[src/rtl/hex_scroll_ctrl_pkg.sv]
`default_nettype none
// +--------------------------------------------------------------------------+
// | Module      : hex_scroll_ctrl_pkg                                        |
// | Description : Shared types and constants for the HEX rotating display    |
// |               control slice: debounce state encoding, board constants    |
// |               and the modular position step helper.                      |
// | Revision    : 1.0 - initial release                                      |
// +--------------------------------------------------------------------------+
package hex_scroll_ctrl_pkg;

    // Board clock and key polarity.
    localparam int unsigned c_CLK_HZ      = 50_000_000;
    localparam logic        c_KEY_PRESSED = 1'b0;

    // Debounce FSM states, explicitly encoded.
    typedef enum logic [1:0] {
        REL        = 2'd0,
        PRESS_WAIT = 2'd1,
        HELD       = 2'd2,
        REL_WAIT   = 2'd3
    } deb_state_t;

    // Wrap-around step over 0..n-1. reverse=0 counts up, reverse=1 counts down.
    function automatic int unsigned pos_step(input int unsigned p,
                                             input logic        reverse,
                                             input int unsigned n);
        if (!reverse) begin
            return (p == n - 32'd1) ? 32'd0 : p + 32'd1;
        end
        return (p == 32'd0) ? n - 32'd1 : p - 32'd1;
    endfunction

endpackage
`default_nettype wire

[src/rtl/key_debounce.sv]
`default_nettype none
// +--------------------------------------------------------------------------+
// | Module      : key_debounce                                               |
// | Description : 2-flop synchronizer plus four-state debounce FSM for an    |
// |               active-low push-button. Emits a one-cycle press pulse once |
// |               the key has been stably down for DEBOUNCE_CYCLES samples;  |
// |               holding the key never repeats the pulse.                   |
// | Ports       : clk, rst (sync, active-high), key_n (async, active-low),   |
// |               press (one-cycle pulse)                                    |
// | Revision    : 1.0 - initial release                                      |
// +--------------------------------------------------------------------------+
module key_debounce
    import hex_scroll_ctrl_pkg::*;
#(
    parameter int unsigned DEBOUNCE_CYCLES = 1_000_000
) (
    input  logic clk,
    input  logic rst,
    input  logic key_n,
    output logic press
);

    localparam int unsigned           c_cnt_w    = $clog2(DEBOUNCE_CYCLES + 1);
    localparam logic [c_cnt_w-1:0]    c_cnt_last = c_cnt_w'(DEBOUNCE_CYCLES - 1);

    logic               r_sync1;
    logic               r_sync2;
    deb_state_t         r_state;
    deb_state_t         w_state_nxt;
    logic [c_cnt_w-1:0] r_cnt;
    logic [c_cnt_w-1:0] w_cnt_nxt;
    logic               w_key_down;

    // Synchronizer flops idle at the released level so reset never looks
    // like a press.
    always_ff @(posedge clk) begin
        if (rst) begin
            r_sync1 <= 1'b1;
            r_sync2 <= 1'b1;
            r_state <= REL;
            r_cnt   <= '0;
        end else begin
            r_sync1 <= key_n;
            r_sync2 <= r_sync1;
            r_state <= w_state_nxt;
            r_cnt   <= w_cnt_nxt;
        end
    end

    assign w_key_down = (r_sync2 == c_KEY_PRESSED);

    // r_cnt holds the number of stable samples already seen in a *_WAIT
    // state; the sample that makes it DEBOUNCE_CYCLES fires the transition.
    always_comb begin
        w_state_nxt = r_state;
        w_cnt_nxt   = r_cnt;
        press       = 1'b0;
        case (r_state)
            REL: begin
                if (w_key_down) begin
                    w_state_nxt = PRESS_WAIT;
                    w_cnt_nxt   = '0;
                end
            end
            PRESS_WAIT: begin
                if (!w_key_down) begin
                    w_state_nxt = REL;
                end else if (r_cnt == c_cnt_last) begin
                    w_state_nxt = HELD;
                    press       = 1'b1;
                end else begin
                    w_cnt_nxt = r_cnt + 1'b1;
                end
            end
            HELD: begin
                if (!w_key_down) begin
                    w_state_nxt = REL_WAIT;
                    w_cnt_nxt   = '0;
                end
            end
            REL_WAIT: begin
                if (w_key_down) begin
                    w_state_nxt = HELD;
                end else if (r_cnt == c_cnt_last) begin
                    w_state_nxt = REL;
                end else begin
                    w_cnt_nxt = r_cnt + 1'b1;
                end
            end
            default: begin
                w_state_nxt = REL;
            end
        endcase
    end

endmodule
`default_nettype wire

[src/rtl/hex_scroll_ctrl.sv]
`default_nettype none
// +--------------------------------------------------------------------------+
// | Module      : hex_scroll_ctrl                                            |
// | Description : Rotation position generator for the four-digit HEX         |
// |               rotating display. Free-runs at TICK_HZ when run_sw=1,      |
// |               single-steps on a debounced key press when run_sw=0.       |
// | Ports       : clk, rst (sync, active-high)                               |
// |               run_sw, dir_sw, step_key_n - asynchronous board inputs     |
// |               pos     - current rotation position                        |
// |               adv     - one-cycle pulse in the first cycle of a new pos  |
// |               running - synchronized run_sw                              |
// | Revision    : 1.0 - initial release                                      |
// +--------------------------------------------------------------------------+
module hex_scroll_ctrl
    import hex_scroll_ctrl_pkg::*;
#(
    parameter int unsigned CLK_HZ          = c_CLK_HZ,
    parameter int unsigned TICK_HZ         = 1,
    parameter int unsigned NUM_POS         = 4,
    parameter int unsigned DEBOUNCE_CYCLES = 1_000_000
) (
    input  logic                       clk,
    input  logic                       rst,
    input  logic                       run_sw,
    input  logic                       dir_sw,
    input  logic                       step_key_n,
    output logic [$clog2(NUM_POS)-1:0] pos,
    output logic                       adv,
    output logic                       running
);

    localparam int unsigned            c_div      = CLK_HZ / TICK_HZ;
    localparam int unsigned            c_pre_w    = $clog2(c_div);
    localparam int unsigned            c_pos_w    = $clog2(NUM_POS);
    localparam logic [c_pre_w-1:0]     c_pre_last = c_pre_w'(c_div - 1);

    logic               r_run_s1;
    logic               r_run_s2;
    logic               r_dir_s1;
    logic               r_dir_s2;
    logic [c_pre_w-1:0] r_pre;
    logic [c_pos_w-1:0] r_pos;
    logic [c_pos_w-1:0] w_pos_nxt;
    logic               r_adv;
    logic               w_tick;
    logic               w_press;
    logic               w_advance;

    key_debounce #(
        .DEBOUNCE_CYCLES (DEBOUNCE_CYCLES)
    ) u_key_debounce (
        .clk   (clk),
        .rst   (rst),
        .key_n (step_key_n),
        .press (w_press)
    );

    assign w_tick = r_run_s2 && (r_pre == c_pre_last);

    // Mode is taken from the synchronized run level of the same cycle, so a
    // press while running is simply dropped rather than queued.
    assign w_advance = (r_run_s2 && w_tick) || (!r_run_s2 && w_press);

    assign w_pos_nxt = c_pos_w'(pos_step(32'(r_pos), r_dir_s2, NUM_POS));

    always_ff @(posedge clk) begin
        if (rst) begin
            r_run_s1 <= 1'b0;
            r_run_s2 <= 1'b0;
            r_dir_s1 <= 1'b0;
            r_dir_s2 <= 1'b0;
            r_pre    <= '0;
            r_pos    <= '0;
            r_adv    <= 1'b0;
        end else begin
            r_run_s1 <= run_sw;
            r_run_s2 <= r_run_s1;
            r_dir_s1 <= dir_sw;
            r_dir_s2 <= r_dir_s1;

            // Held at zero while stopped so the first tick after enabling
            // arrives a full period later.
            if (!r_run_s2 || (r_pre == c_pre_last)) begin
                r_pre <= '0;
            end else begin
                r_pre <= r_pre + 1'b1;
            end

            r_adv <= w_advance;
            if (w_advance) begin
                r_pos <= w_pos_nxt;
            end
        end
    end

    assign pos     = r_pos;
    assign adv     = r_adv;
    assign running = r_run_s2;

endmodule
`default_nettype wire

[config.mk]
export PLATFORM = sky130hd
export DESIGN_NAME = hex_scroll_ctrl
export DESIGN_NICKNAME = d
export VERILOG_FILES = /design/src/rtl/hex_scroll_ctrl_pkg.sv /design/src/rtl/key_debounce.sv /design/src/rtl/hex_scroll_ctrl.sv
export SDC_FILE = /design/constraint.sdc
export NUM_CORES = 1
export LEC_CHECK = 0
export BUFFER_PORTS_ARGS = -buffer_cell sky130_fd_sc_hd__buf_2
export CELL_PAD_IN_SITES_DETAIL_PLACEMENT = 1
export CELL_PAD_IN_SITES_GLOBAL_PLACEMENT = 1
export CORE_MARGIN = 4
export CORE_UTILIZATION = 35
export CTS_CLUSTER_DIAMETER = 50
export DETAILED_ROUTE_END_ITERATION = 7
export PLACE_DENSITY_LB_ADDON = 0.1
export RECOVER_POWER = 25
export SLEW_MARGIN = 20
export SYNTH_ARGS = -nofsm -noshare
export SYNTH_HDL_FRONTEND = slang
export SYNTH_SLANG_ARGS = --single-unit
[constraint.sdc]
create_clock -name clk -period 5.1 [get_ports clk]
set_input_delay 0.51 -clock clk [delete_from_list [all_inputs] [get_ports clk]]
set_output_delay 0.51 -clock clk [all_outputs]
set_load 0.05 [all_outputs]
==> run summary <==
multiplexer area fraction after synthesis: 0.379%
Slowest-stage cell, CP: nor4_4
largest net degree at the start of global routing: 27
DRT iter0 DRCs: 50
hpwl dp: 4180 µm
CTS root buf: clkbuf_8
number of vias per cell: 5.12
VDD IR-drop max: 0.138 mV
Synth area leaders: dfxtp_1 43%, xnor2_1 9.9%, nor2_1 7.1%, nand3_1 3.6%, xor2_1 3.0%
Synth Net Count: 314
GPL Wtd Cong: 0.732
Period minus WS final: 2.45 ns
post-synthesis compound-gate area fraction: 7.95%
Synth top area share: 43.2%
Mapped Area: 2640 µm²
area share of fa/ha/maj cells after synthesis: 1.89%
Clock transition at path regs: 0.06 ns
Boundary Pins: 9
most used cells in the layout excluding fill and tap cells: 57 x dfxtp_1, 50 x nor2_1, 30 x xnor2_1
HP Start: step_key_n
Reg-to-Reg Start: u_key_debounce.r_cnt[14]
critical path peak fanout: 16
f_max: 0.408 GHz
CP required: 5.36 ns
Min-Delay Path Class: in2reg
fin nets: 325
Syn Area/Cell: 8.67 µm²
vias in the first global route: 2075
xor/xnor share of the synthesized area: 12.9%
slew margin rel.: 42.5%
simple-gate area share of the yosys netlist: 31.1%
row count: 31
CORE AREA: 7290 µm²
CTS HTree Levels: 3
prevailing post-synth register cell: dfxtp_1
Area growth syn-to-layout: 10.8%
fillers: 899
Hold Violations, Final: 0
Clock Sinks: 57
max_cap viols: 0
startpoint types: flop
area leader, netlist: dfxtp_1
Final Max Slew Viols: 0
Worst Path Arrival: 2.72 ns
layout cell share with drive strength beyond 1: 6.90%
DIE HEIGHT: 94.9 µm
most common cell after layout, fill and taps aside: dfxtp_1
Seq/Total Area, Yosys: 43.2%
worst slew pin tran: 0.856 ns
CTS tree: yes
Clk Latency, worst-skew pair: 0.32 ns
post_cts resized: 0
initial antenna violation count: 0
Worst Path Buf+Inv: 0
cts bufs inserted: 9
IO buf count: 8
total gr overflow: 0
FFs w/ async S/R, synth: 0%
Max stage delay on crit path: 0.79 ns
count of flip-flops with a built-in enable after synthesis: 0
WL final: 5880 µm
RSZ-0062 raised after global routing: no
Vias: 2140
Post-CTS Setup Bufs: 0
Mapped Cells: 305
global-route wire length before repair: 10200 µm
Routed WL per cell: 14.1 µm
Post-CTS Hold Buffers: 0
run status: complete, no violations
Hold Path Stages: 2
cell count after placement: 403
Initial Utilization: 36.3%
Antenna Cells: 0
final worst path period share: 48.1%
clk buf depth: 2
post-route antenna net violation count: 0
Pre-antenna DRT Iters: 4
post-route clock skew: 0.00851 ns
die area: 9010 µm²
crit end category: flop
Pwr Density: 272 nW/µm²
CP Depth: 5
Total GRT Usage: 14.6%
r2r setup slk: 2.65 ns
Final setup viols: 0
Crit Path Class: reg2reg
die width: 94.9 µm
Reg2Reg Depth: 5
synth unique cells: 41
#FFs+latches synth: 57
delay-heaviest family, CP: simple AND/OR/NAND/NOR gates
setup tns final: 0 ns
Fin Hold WS: 0.366 ns
Worst Setup SP: u_key_debounce.r_cnt[14]
largest family of logic cells by synthesized area: simple AND/OR/NAND/NOR gates
CP cell instances: or4b_4 > nor4_4 > a2111oi_1 > a211oi_1 > a31o_2
leakage: 0.000890 µW
Ys Warns: 0
# DRC: 0
non-filler instance count after layout: 418
registers in the layout (all words and copies together), names as in the netlist, named ones only:
signal	cells
adv	1
pos	2
r_dir_s1	1
r_dir_s2	1
r_pre	26
r_run_s1	1
running	1
u_key_debounce.r_cnt	20
u_key_debounce.r_state	1
u_key_debounce.r_sync1	1
u_key_debounce.r_sync2	1
cells by family after synthesis:
family                   Yosys count
AND/OR/NAND/NOR                  156
adder cells (fa/ha/maj)            4
XOR/XNOR                          39
buffers and inverters             18
AO/OA/AOI/OAI                     30
multiplexers                       1
flip-flops                        57
per-stage QoR:
step,setup slack (ns),util (%),cell area (µm²),power [µW]
global route,2.39,40.2,2930,835
detailed placement,2.67,38.1,2780,476
floorplan,3.17,-,2640,470
global placement,2.69,38.1,2780,476
CTS,2.63,40.0,2920,814
finish,2.65,40.2,2930,797
power breakdown:
| part | internal (µW) | total [µW] | switching, µW |
|---|---|---|---|
| clock network | 171 | 331 | 160 |
| registers | 448 | 450 | 1.86 |
| logic | 5.43 | 16.5 | 11.1 |
cells in the mapped netlist (4+ instances only):
master / instances
dfxtp_1: 57
nor2_1: 50
xnor2_1: 30
nand2_1: 20
nand3_1: 19
a21oi_1: 10
nand4_1: 10
nor4_1: 10
clkbuf_1: 9
nor3_1: 9
xor2_1: 9
inv_1: 8
and3_1: 6
and2_1: 5
and4_1: 5
a211oi_1: 4
ha_1: 4
nor2b_1: 4
o21ai_0: 4
or3_1: 4
per-layer routing:
metal	share of wire (%)	track usage, %
met5	0	0
met4	2.0	6.97
met3	2.0	3.19
met2	43	20.6
met1	53	20.7
worst paths after layout:
| path | endpoint |
|---|---|
| max reg2reg | u_key_debounce.r_cnt[17] |
| min | u_key_debounce.r_sync1 |
| min reg2reg | u_key_debounce.r_sync2 |
| max | u_key_debounce.r_cnt[17] |
worst register-to-register path, cell delays in order (launching register included):
cell and delay (ns):
dfxtp_1 0.41, or4b_4 0.51, nor4_4 0.79, a2111oi_1 0.27, a211oi_1 0.28, a31o_2 0.13
cell type report:
cell class,instances,area [µm²],area share [%]
Sequential cell,57,1140,39.0
Timing Repair Buffer,10,56.3,1.92
Clock buffer,13,139,4.74
Inverter,8,30.0,1.03
Clock inverter,1,5.00,0.171
Tap cell,99,124,4.23
Multi-Input combinational cell,230,1430,49.0
(Power assumes the default switching activity.)
